--- src/rtl/pipeline_hazard_ctrl.sv ---
// pipeline_hazard_ctrl
//   Hazard and control-flow recovery controller for a pipeline with an
//   IF / ID / EX1 / EX2 structure. Loads in EX1 cost two bubbles and loads
//   in EX2 cost one bubble. A branch mispredict or a jr resolved in EX2
//   redirects the PC and flushes the younger buffers. One RECOVER cycle
//   follows each redirect.
//
// Optional feature:
//   HAZARD_STATS_EN - when defined, stall_cycles and mispredicts are live
//                     32-bit wrapping counters. Otherwise both are tied to 0
//                     and no counter flops exist.
//
// Ports:
//   clk, rst                      clock, synchronous active-high reset
//   ID_rs1_ind, ID_rs2_ind        ID source register indices
//   ID_uses_rs1, ID_uses_rs2      ID instruction reads rs1 / rs2
//   EX1_rd_ind, EX2_rd_ind        destination indices in EX1 / EX2
//   EX1_memread, EX2_memread      load present in EX1 / EX2
//   EX2_is_beq/_is_bne/_is_jr     control-flow class of the EX2 instruction
//   EX2_taken, EX2_predicted      resolved outcome and carried prediction
//   EX2_PFC_to_IF                 correct next fetch address
//   PC_stall, IFID_stall          hold PC / IF-ID buffer
//   IFID_FLUSH, IDEX1_FLUSH,
//   EX1EX2_FLUSH                  zero the buffer on the next edge
//   PC_redirect, PC_target        load PC from PC_target (target 0 otherwise)
//   stall_cycles, mispredicts     statistics counters
module pipeline_hazard_ctrl (
    input  logic        clk,
    input  logic        rst,
    input  logic [4:0]  ID_rs1_ind,
    input  logic [4:0]  ID_rs2_ind,
    input  logic        ID_uses_rs1,
    input  logic        ID_uses_rs2,
    input  logic [4:0]  EX1_rd_ind,
    input  logic [4:0]  EX2_rd_ind,
    input  logic        EX1_memread,
    input  logic        EX2_memread,
    input  logic        EX2_is_beq,
    input  logic        EX2_is_bne,
    input  logic        EX2_is_jr,
    input  logic        EX2_taken,
    input  logic        EX2_predicted,
    input  logic [31:0] EX2_PFC_to_IF,
    output logic        PC_stall,
    output logic        IFID_stall,
    output logic        IFID_FLUSH,
    output logic        IDEX1_FLUSH,
    output logic        EX1EX2_FLUSH,
    output logic        PC_redirect,
    output logic [31:0] PC_target,
    output logic [31:0] stall_cycles,
    output logic [31:0] mispredicts
);

    localparam logic [1:0] RUN     = 2'd0;
    localparam logic [1:0] STALL   = 2'd1;
    localparam logic [1:0] RECOVER = 2'd2;

    logic [1:0] state_q, state_d;
    logic [1:0] stall_cnt_q, stall_cnt_d;

    logic hz_ex1, hz_ex2, mispredict;

    always_comb begin
        hz_ex1 = EX1_memread && (EX1_rd_ind != 5'd0) &&
                 ((ID_uses_rs1 && (ID_rs1_ind == EX1_rd_ind)) ||
                  (ID_uses_rs2 && (ID_rs2_ind == EX1_rd_ind)));
        hz_ex2 = EX2_memread && (EX2_rd_ind != 5'd0) &&
                 ((ID_uses_rs1 && (ID_rs1_ind == EX2_rd_ind)) ||
                  (ID_uses_rs2 && (ID_rs2_ind == EX2_rd_ind)));
        mispredict = ((EX2_is_beq || EX2_is_bne) && (EX2_taken != EX2_predicted)) ||
                     EX2_is_jr;
    end

    always_comb begin
        state_d      = state_q;
        stall_cnt_d  = stall_cnt_q;
        PC_stall     = 1'b0;
        IFID_stall   = 1'b0;
        IFID_FLUSH   = 1'b0;
        IDEX1_FLUSH  = 1'b0;
        EX1EX2_FLUSH = 1'b0;
        PC_redirect  = 1'b0;
        PC_target    = 32'd0;

        case (state_q)
            RUN: begin
                if (mispredict) begin
                    PC_redirect  = 1'b1;
                    PC_target    = EX2_PFC_to_IF;
                    IFID_FLUSH   = 1'b1;
                    IDEX1_FLUSH  = 1'b1;
                    EX1EX2_FLUSH = 1'b1;
                    state_d      = RECOVER;
                end else if (hz_ex1) begin
                    PC_stall    = 1'b1;
                    IFID_stall  = 1'b1;
                    IDEX1_FLUSH = 1'b1;
                    stall_cnt_d = 2'd1;
                    state_d     = STALL;
                end else if (hz_ex2) begin
                    // Single bubble; the load leaves EX2 next cycle.
                    PC_stall    = 1'b1;
                    IFID_stall  = 1'b1;
                    IDEX1_FLUSH = 1'b1;
                end
            end
            STALL: begin
                if (mispredict) begin
                    PC_redirect  = 1'b1;
                    PC_target    = EX2_PFC_to_IF;
                    IFID_FLUSH   = 1'b1;
                    IDEX1_FLUSH  = 1'b1;
                    EX1EX2_FLUSH = 1'b1;
                    stall_cnt_d  = 2'd0;
                    state_d      = RECOVER;
                end else if (stall_cnt_q != 2'd0) begin
                    PC_stall    = 1'b1;
                    IFID_stall  = 1'b1;
                    IDEX1_FLUSH = 1'b1;
                    stall_cnt_d = stall_cnt_q - 2'd1;
                    // Leave as soon as the last bubble is issued.
                    if (stall_cnt_q == 2'd1) begin
                        state_d = RUN;
                    end
                end else begin
                    state_d = RUN;
                end
            end
            RECOVER: begin
                // Pipeline holds only bubbles: ignore all hazard inputs.
                state_d = RUN;
            end
            default: begin
                state_d     = RUN;
                stall_cnt_d = 2'd0;
            end
        endcase

        if (rst) begin
            PC_stall     = 1'b0;
            IFID_stall   = 1'b0;
            IFID_FLUSH   = 1'b0;
            IDEX1_FLUSH  = 1'b0;
            EX1EX2_FLUSH = 1'b0;
            PC_redirect  = 1'b0;
            PC_target    = 32'd0;
        end
    end

    always_ff @(posedge clk) begin
        if (rst) begin
            state_q     <= RUN;
            stall_cnt_q <= 2'd0;
        end else begin
            state_q     <= state_d;
            stall_cnt_q <= stall_cnt_d;
        end
    end

`ifdef HAZARD_STATS_EN
    logic [31:0] stall_cycles_q, mispredicts_q;

    always_ff @(posedge clk) begin
        if (rst) begin
            stall_cycles_q <= 32'd0;
            mispredicts_q  <= 32'd0;
        end else begin
            if (PC_stall) begin
                stall_cycles_q <= stall_cycles_q + 32'd1;
            end
            if (PC_redirect) begin
                mispredicts_q <= mispredicts_q + 32'd1;
            end
        end
    end

    assign stall_cycles = stall_cycles_q;
    assign mispredicts  = mispredicts_q;
`else
    assign stall_cycles = 32'd0;
    assign mispredicts  = 32'd0;
`endif

endmodule

--- config.mk ---
export PLATFORM = sky130hd
export DESIGN_NAME = pipeline_hazard_ctrl
export DESIGN_NICKNAME = d
export VERILOG_FILES = /design/src/rtl/pipeline_hazard_ctrl.sv
export SDC_FILE = /design/constraint.sdc
export NUM_CORES = 1
export LEC_CHECK = 0
export BUFFER_PORTS_ARGS = -buffer_cell sky130_fd_sc_hd__clkbuf_2
export CAP_MARGIN = 15
export CORE_MARGIN = 1
export CORE_UTILIZATION = 30
export CTS_BUF_LIST = sky130_fd_sc_hd__clkbuf_4 sky130_fd_sc_hd__clkbuf_8
export DETAILED_ROUTE_END_ITERATION = 10
export GPL_TIMING_DRIVEN = 0
export PLACE_DENSITY = 0.89
export RECOVER_POWER = 100
export SETUP_SLACK_MARGIN = 0.05
export SLEW_MARGIN = 25
export SYNTH_ARGS = -nofsm -noshare
export SYNTH_HDL_FRONTEND = slang
export SYNTH_SLANG_ARGS = --single-unit
--- constraint.sdc ---
create_clock -name clk -period 1.4 [get_ports clk]
set_input_delay 0.07 -clock clk [delete_from_list [all_inputs] [get_ports clk]]
set_output_delay 0.07 -clock clk [all_outputs]
set_load 0.01 [all_outputs]
======== After elaboration in Yosys (flattened, before gate mapping) ========
Index checks and enable logic that the tools add are counted.
operators by class
  muxes and demuxes ....................... 27
  add/sub/neg operators ................... 1
  bitwise operators ....................... 1
  reduce and logical (&&, ||, !) cells .... 20
  eq/ne operators ......................... 13
operators with widths
  kind                   number
  $mux W32               3
  $eq A5 B5 Y1           4
  $mux W2                8
  $mux W1                12
  $reduce_bool A5 Y1     2
  $logic_and A1 B1 Y1    9
  $ne A3 B3 Y1 const B   2
  $pmux W2 S3            1
  $eq A2 B1 Y1 const B   2
  $logic_or A1 B1 Y1     4
  $ne A2 B2 Y1 const B   2
  $ne A4 B4 Y1 const B   1
  $pmux W1 S2            2
  $pmux W2 S2            1
  $reduce_and A4 Y1      1
  $eq A2 B2 Y1 const B   1
  $logic_not A2 Y1       1
  $reduce_and A2 Y1      1
  $reduce_bool A2 Y1     1
  $reduce_or A2 Y1       1
  $sub A2 B1 Y2 const B  1
  $ne A1 B1 Y1           1
  $not A1 Y1             1
word-level totals
  word-level logic and storage cells ...... 64
  output and inout bits ................... 102
  register bits ........................... 4
  input bits .............................. 63

======== Depth between registers and ports, before layout ========
Gate-level depths: netlist (run 1).
  depth in word-level cells ............... 9
  gate-level depth with buffers ........... 6
  gate-level depth less buffers ........... 6

======== Worst setup path after synthesis (run 1) ========
Ideal clock, no wire load.
  kind .................................... input -> output
  start ................................... in EX1_rd_ind[1]
  end ..................................... out PC_stall
  data required time ...................... 1.330 ns
  setup slack ............................. 0.024 ns
  path buffers ............................ 1
  arrival ................................. 1.306 ns
  cell stages on the path ................. 6
  cells stage by stage .................... or4_1 -> o21ai_2 -> nor2_1 -> a22oi_1 -> a21oi_1 -> buf_4
on the way
  cells in the longest elaborated chain, start to end .. 8
  elaborated cells on any way between the ends .. 12
  classes of those cells .................. eq/ne: 2; mux: 4; reduce/logical: 6
RTL lines
  what                                           RTL line  text
  start, declared                                34        input logic [4:0] EX1_rd_ind,
  $eq A5 B5 Y1, on equally long branches         66, 67
  $logic_and A1 B1 Y1, on equally long branches  66, 67
  $logic_or A1 B1 Y1                             66        ((ID_uses_rs1 && (ID_rs1_ind == EX1_rd_ind)) ||
  $logic_and A1 B1 Y1 (*)                        65        hz_ex1 = EX1_memread && (EX1_rd_ind != 5'd0) &&
  $mux W1 (*) (2 in a row)                       --
  $pmux W1 S2 (*)                                --
  $mux W1 (*)                                    --
  end, declared                                  44        output logic PC_stall,
Mark *: on every way between the ends. The rest lies on a longest branch, timed or not.

======== Worst setup path in the final report (run 1) ========
  start ................................... in EX1_rd_ind[4]
  end ..................................... out PC_stall
on the way
  cells in the longest elaborated chain, start to end .. 8
  elaborated cells on any way between the ends .. 12
  classes of those cells .................. eq/ne: 2; mux: 4; reduce/logical: 6
RTL lines
  what                                           RTL line  text
  $eq A5 B5 Y1, on equally long branches         66, 67
  $logic_and A1 B1 Y1, on equally long branches  66, 67
  $logic_or A1 B1 Y1                             66
  $logic_and A1 B1 Y1 (*)                        65
  $mux W1 (*)                                    95        end else if (hz_ex1) begin
  $mux W1 (*)                                    88        if (mispredict) begin
  $pmux W1 S2 (*)                                86        case (state_q)
  $mux W1 (*)                                    140       if (rst) begin
Marked as above.

==> results of run 1 <==
cells in the final DEF, fill, tap and decap left out, types with 2 or more instances in the layout:
cell type  count
buf_4         76
conb_1        64
clkbuf_2      60
buf_6         38
and2_4        32
xnor2_1       20
nand2_1        7
buf_8          5
nand4_1        4
clkbuf_8       4
inv_1          3
nor2_1         3
a21oi_2        2
nand3_1        2
nor3_1         2
buf_2          2
dfxtp_1        2
registers in the layout, summed over array words and instances, names as in the netlist:
| register | count |
|---|---|
| state_q | 2 |
| stall_cnt_q | 2 |
cells by family (layout without fill, tap and decap cells):
group                      count (synthesis)  after routing
adders and majority gates                  2              2
AOI/OAI and AO/OA                         15             15
and+or+nand+nor                           60             60
xor gates and xnor gates                  21             21
buffers and inverters                     74            191
DFF                                        4              4
other                                      1             64
per-stage QoR:
step	cells	TNS, ns
6_report	407	-0.311
5_1_grt	407	-2.44
4_1_cts	403	-0.309
3_5_place_dp	390	-13.05
3_3_place_gp	390	-11.49
2_1_floorplan	240	0
layout make-up:
class / instances / area (um^2) / share of cell area
Buffer: 71 / 559 / 0.204
Clock buffer: 3 / 41.3 / 0.0151
Inverter: 3 / 11.3 / 0.00411
Multi-Input combinational cell: 162 / 1110 / 0.404
Sequential cell: 4 / 85.1 / 0.0311
Tap cell: 50 / 62.6 / 0.0228
Timing Repair Buffer: 114 / 875 / 0.319
report_power, final:
part,internal [mW],switching (mW)
registers,0.118,0.00387
clock network,0.183,0.0595
logic,0.501,0.370
total,0.802,0.433
layer usage:
| layer | GRT usage | part of all wire | vias to the layer above |
|---|---|---|---|
| met3 | 0.0236 | 0.061 | 4 |
| li1 | - | - | 804 |
| met1 | 0.174 | 0.32 | 721 |
| met5 | 0 | 0 | - |
| met2 | 0.316 | 0.61 | 75 |
| met4 | 0.0399 | 0.0057 | 0 |
what timing repair did:
action	CTS	global route
setup buffers	8	3
endpoints found under the hold margin	0	0
endpoints found under the setup margin	40	40
gates resized for setup	31	127
pin swaps	9	40
gates cloned	2	1
cell usage after synthesis:
library cell / instances
o21ai_2: 1
nor2b_1: 1
a311o_1: 1
nand2b_1: 2
nor2_1: 5
a221oi_2: 1
xor2_1: 1
nand2_1: 7
and2_1: 32
dfxtp_1: 4
a211oi_1: 1
nor3_1: 3
nor3b_1: 1
a311oi_1: 1
conb_1: 1
a21oi_2: 1
a21oi_1: 3
a32o_1: 1
clkbuf_1: 3
xnor2_1: 20
or4_1: 2
o211a_1: 1
nand3_1: 2
nand4_1: 4
or2_2: 1
ha_1: 2
o22ai_1: 2
buf_4: 68
o21ai_0: 1
a22oi_1: 1
inv_1: 3
final timing paths:
path	startpoint	endpoint	cells after the start	slack, ns
worst min register to register	stall_cnt_q[0]	stall_cnt_q[0]	2	0.61
worst max register to register	state_q[1]	stall_cnt_q[0]	5	0.01
worst max-delay path	EX1_rd_ind[4]	PC_stall	8	-0.12
worst min-delay path	rst	stall_cnt_q[1]	2	0.13
==> metrics.cfg, run 1 <==
[logic_synthesis]
syn_inst=177
synth_area_leaders=buf_4, and2_1, xnor2_1
yosysTopAreaCell=buf_4
avgSynthCellArea_um2=7.27
ys_ff_latch=4
yosys.area_share.simple=0.266
syn_area_um2=1290
ys_types=31
synth_top_area_frac=0.397
synth-adder-area-share=0.0194
synth_top_family_by_area=buffers and inverters
synth_xor_area_frac=0.143
yosysWarnings=0
synth-compound-area-share=0.0923
synthMuxAreaShare=0
seq_area_frac_synth=0.0622

[routing]
routedWlPerCell_um=12.0
vias=1604
ant_nets=0
drt_iter0_markers=81
drc=0
wirelength_um=4900
drtPass1Iterations=4
routed_via_density=3.94

[timing]
fin_skew_ns=0.00390
finalCritPeriodShare=1.09
hold_viol=0
min_period_ns=1.52
setup_viol=8
max_freq_mhz=657
worst_slack_ns=-0.121
slew_viol_final=0
rsz0062_at_grt=yes
timing.hold.ws_ns=0.131

[status]
status=finished, violations left
violations=setup timing

[power]
leakage_nw=1.53
power_mw=1.24
powerDensity_nw_per_um2=451
irDropWorstVdd_mv=0.304

[placed_design]
io_buffers=100
post-place-ws_ns=-0.417
hpwlAfterDp_um=3120
gp_congestion=0.900
dpl_cell_area_um2=2090

[worst_setup_path]
critPathBufInv=3
critPathKind=input port to output pin
worst_ep_arrival_time_ns=1.45
critPathCaptureType=output pin
cp_top_family=simple AND/OR/NAND/NOR gates
worst-path-max-fanout=2
worstPathCellList=buf_8 -> or4_4 -> o21ai_4 -> nor2_4 -> a22oi_2 -> a21oi_2 -> buf_4 -> buf_6
cp.required_ns=1.33
crit_path_max_incr_delay_ns=0.54
crit_path_start_kind=input port
worst_path_max_delay_cell=or4_4

[global_routing]
grt_pass1_wl_um=5680
overflow=0
grt_antenna_before_repair=0
grt_max_degree=11
grt_pass1_vias=1365
grt_use_total=0.160

[floorplanning]
die_h_um=67.5
initial_core_util=0.317
io-pin-count=165
core-area_um2=4060
dieArea_um2=4560
rows=23
die_w_um=67.5

[clock_tree]
clock_latency_ns=0.22
cts-root-buf=clkbuf_8
hold_buffers=0
cts_max_path_buffers=2
cts_tree=yes
numCtsBuffers=3
cts.sinks=4
cts.clk_slew.worst_paths_ns=0.03
cts_max_level=1

[flow_run]
max-cap-violations=0

[cells_and_area]
area_delta_synth_final_pct=113
drive_gt1_frac=0.667
num-fill-cells=308
finalInstanceArea_um2=2740
nets=424
diodes=0
fin_util=0.675

[min_path]
hp-class=input port to register

Note: power is estimated with default switching activity, not from simulation.
==> run 2: changes to the inputs <==
CAP_MARGIN = not set   (was 15)
CELL_PAD_IN_SITES_DETAIL_PLACEMENT = 1   (was not set)
CELL_PAD_IN_SITES_GLOBAL_PLACEMENT = 2   (was not set)
CORE_UTILIZATION = 13   (was 30)
==> metrics.cfg, run 2 (same netlist as run 1, synthesis figures left out) <==
[power]
power_mw=1.24  ; +0.45%
powerDensity_nw_per_um2=437  ; -3.0%
leakage_nw=1.52  ; -0.50%
irDropWorstVdd_mv=0.234  ; -23%

[worst_setup_path]
r2r-start=state_q[1]
critPathBufInv=3  ; unchanged
cp.required_ns=1.33  ; about the same
r2r_end=stall_cnt_q[0]
worst_ep_arrival_time_ns=1.48  ; +0.03 ns
ff2ff_path_depth=5  ; unchanged
worst_path_max_delay_cell=or4_4
worstPathCellList=buf_8 -> or4_4 -> o21ai_4 -> nor2_4 -> a22oi_2 -> a21oi_2 -> buf_4 -> buf_6
cp_top_family=simple AND/OR/NAND/NOR gates
crit_path_max_incr_delay_ns=0.54  ; about the same
crit_path_start_kind=input port
critPathKind=input port to output pin
critPathCaptureType=output pin
worst-path-max-fanout=3  ; +1
ff2ff_setup_slack_ns=0.13  ; +0.12 ns

[cells_and_area]
nets=420  ; -0.94%
drive_gt1_frac=0.666  ; -0.000944
final_cell_mix=buf_4, conb_1, clkbuf_2, buf_6, and2_4
fin_util=0.301  ; -0.374
reg_top3=stall_cnt_q (2), state_q (2)
area_delta_synth_final_pct=120
diodes=0  ; unchanged
layout_commonest_cell=buf_4

[floorplanning]
dieArea_um2=10300  ; +130%
die_h_um=102  ; +50%
core-area_um2=9420  ; +130%
rows=35  ; +52%
io-pin-count=165  ; unchanged
die_w_um=102  ; +50%
initial_core_util=0.137  ; -0.181

[timing]
worst_slack_ns=-0.154  ; -0.0333 ns
finalCritPeriodShare=1.11  ; +0.0238
setup_viol=16  ; +8
fin_skew_ns=0.00341  ; -0.000497 ns
rsz0062_at_grt=yes
min_period_ns=1.55  ; +0.0333 ns
max_freq_mhz=643  ; -2.1%
finalSetupTns_ns=-0.732  ; -0.420 ns
hold_viol=0  ; unchanged
slew_viol_final=0  ; unchanged

[global_routing]
overflow=0  ; unchanged
grt_pass1_wl_um=7030  ; +24%
grt_use_total=0.0858  ; -0.0744
grt_pass1_vias=1527  ; +12%
grt_antenna_before_repair=0  ; unchanged
grt_max_degree=13  ; +2

[clock_tree]
cts-root-buf=clkbuf_8
cts_tree=yes
hold_buffers=0  ; unchanged
cts.sinks=4  ; unchanged
cts.clk_slew.worst_paths_ns=0.03  ; about the same
cts_max_path_buffers=2  ; unchanged
clock_latency_ns=0.22  ; about the same
cts_max_level=1  ; unchanged
numCtsBuffers=3  ; unchanged

[flow_run]
max-cap-violations=0  ; unchanged

[routing]
routed_via_density=3.28  ; -17%
routedWlPerCell_um=11.2  ; -7.1%
drt_iter0_markers=3  ; -96%
ant_nets=0  ; unchanged
drc=0  ; unchanged
wirelength_um=5390  ; +10%
drtPass1Iterations=4  ; unchanged
vias=1582  ; -1.4%

[placed_design]
hpwlAfterDp_um=4190  ; +34%
gp_congestion=0.738  ; -18%
io_buffers=100  ; unchanged

[min_path]
hp-class=input port to register
hold-path-endpoint=stall_cnt_q[1]
hp-start=rst
min_path_cells=2  ; unchanged

[status]
status=finished, violations left
violations=setup timing

## run 2: worst register-to-register path, delay by kind of cell, from the launching register on
family | cells | cell delay, ns
AO/OA/AOI/OAI | 2 | 0.46
flip-flops | 1 | 0.35
AND/OR/NAND/NOR | 2 | 0.22
buffers and inverters | 1 | 0.14
## run 2: power breakdown
part | internal [mW] | leakage [nW] | total [mW] | switching [mW]
clock network | 0.184 | 0.0216 | 0.252 | 0.0676
registers | 0.117 | 0.0339 | 0.122 | 0.00554
logic | 0.501 | 1.47 | 0.867 | 0.366
## run 2: cell type report
class	count	area [um^2]
clock buffers	3	41.3
flip-flops and latches	4	87.6
well taps	129	161
multi-input cells	162	1110
plain buffers	71	566
inverters	3	11.3
fillers	1162	6580
repair buffers	110	863
## run 2: what timing repair did
action                                  CTS  global route
gates cloned                              2             1
hold endpoints to repair                  0             0
endpoints found under the setup margin   40            36
pin swaps                                27            20
resized for setup                        63            96
setup buffers                             5             2
## run 2: per-stage QoR
step / setup slack [ns] / instances / hold WS [ns] / instance area (um^2)
floorplan: 0.0560 / 240 / 0.132 / 1530
global placement: -0.845 / 469 / 0.320 / 2190
detailed placement: -0.844 / 469 / 0.330 / 2190
CTS: -0.125 / 479 / 0.119 / 2560
global route: -0.219 / 482 / 0.163 / 2840
finish: -0.154 / 482 / 0.139 / 2840
## run 2: worst max path at each step
stage,start,endpoint,slack [ns],depth (start not counted)
after global routing,EX1_rd_ind[3],PC_stall,-0.22,8
after CTS,EX1_rd_ind[4],PC_stall,-0.13,8
final,EX1_rd_ind[3],PC_stall,-0.15,8
after floorplan,EX1_rd_ind[1],PC_stall,0.06,6
after detailed placement,EX2_predicted,PC_target[26],-0.84,7
after global placement,EX2_predicted,PC_target[26],-0.85,7
## run 2: metal layers
metal | track usage | part of all wire | vias up
li1 | - | - | 793
met1 | 0.0917 | 0.33 | 722
met2 | 0.179 | 0.61 | 63
met3 | 0.00759 | 0.051 | 4
met4 | 0.0167 | 0.0074 | 0
met5 | 0 | 0 | -
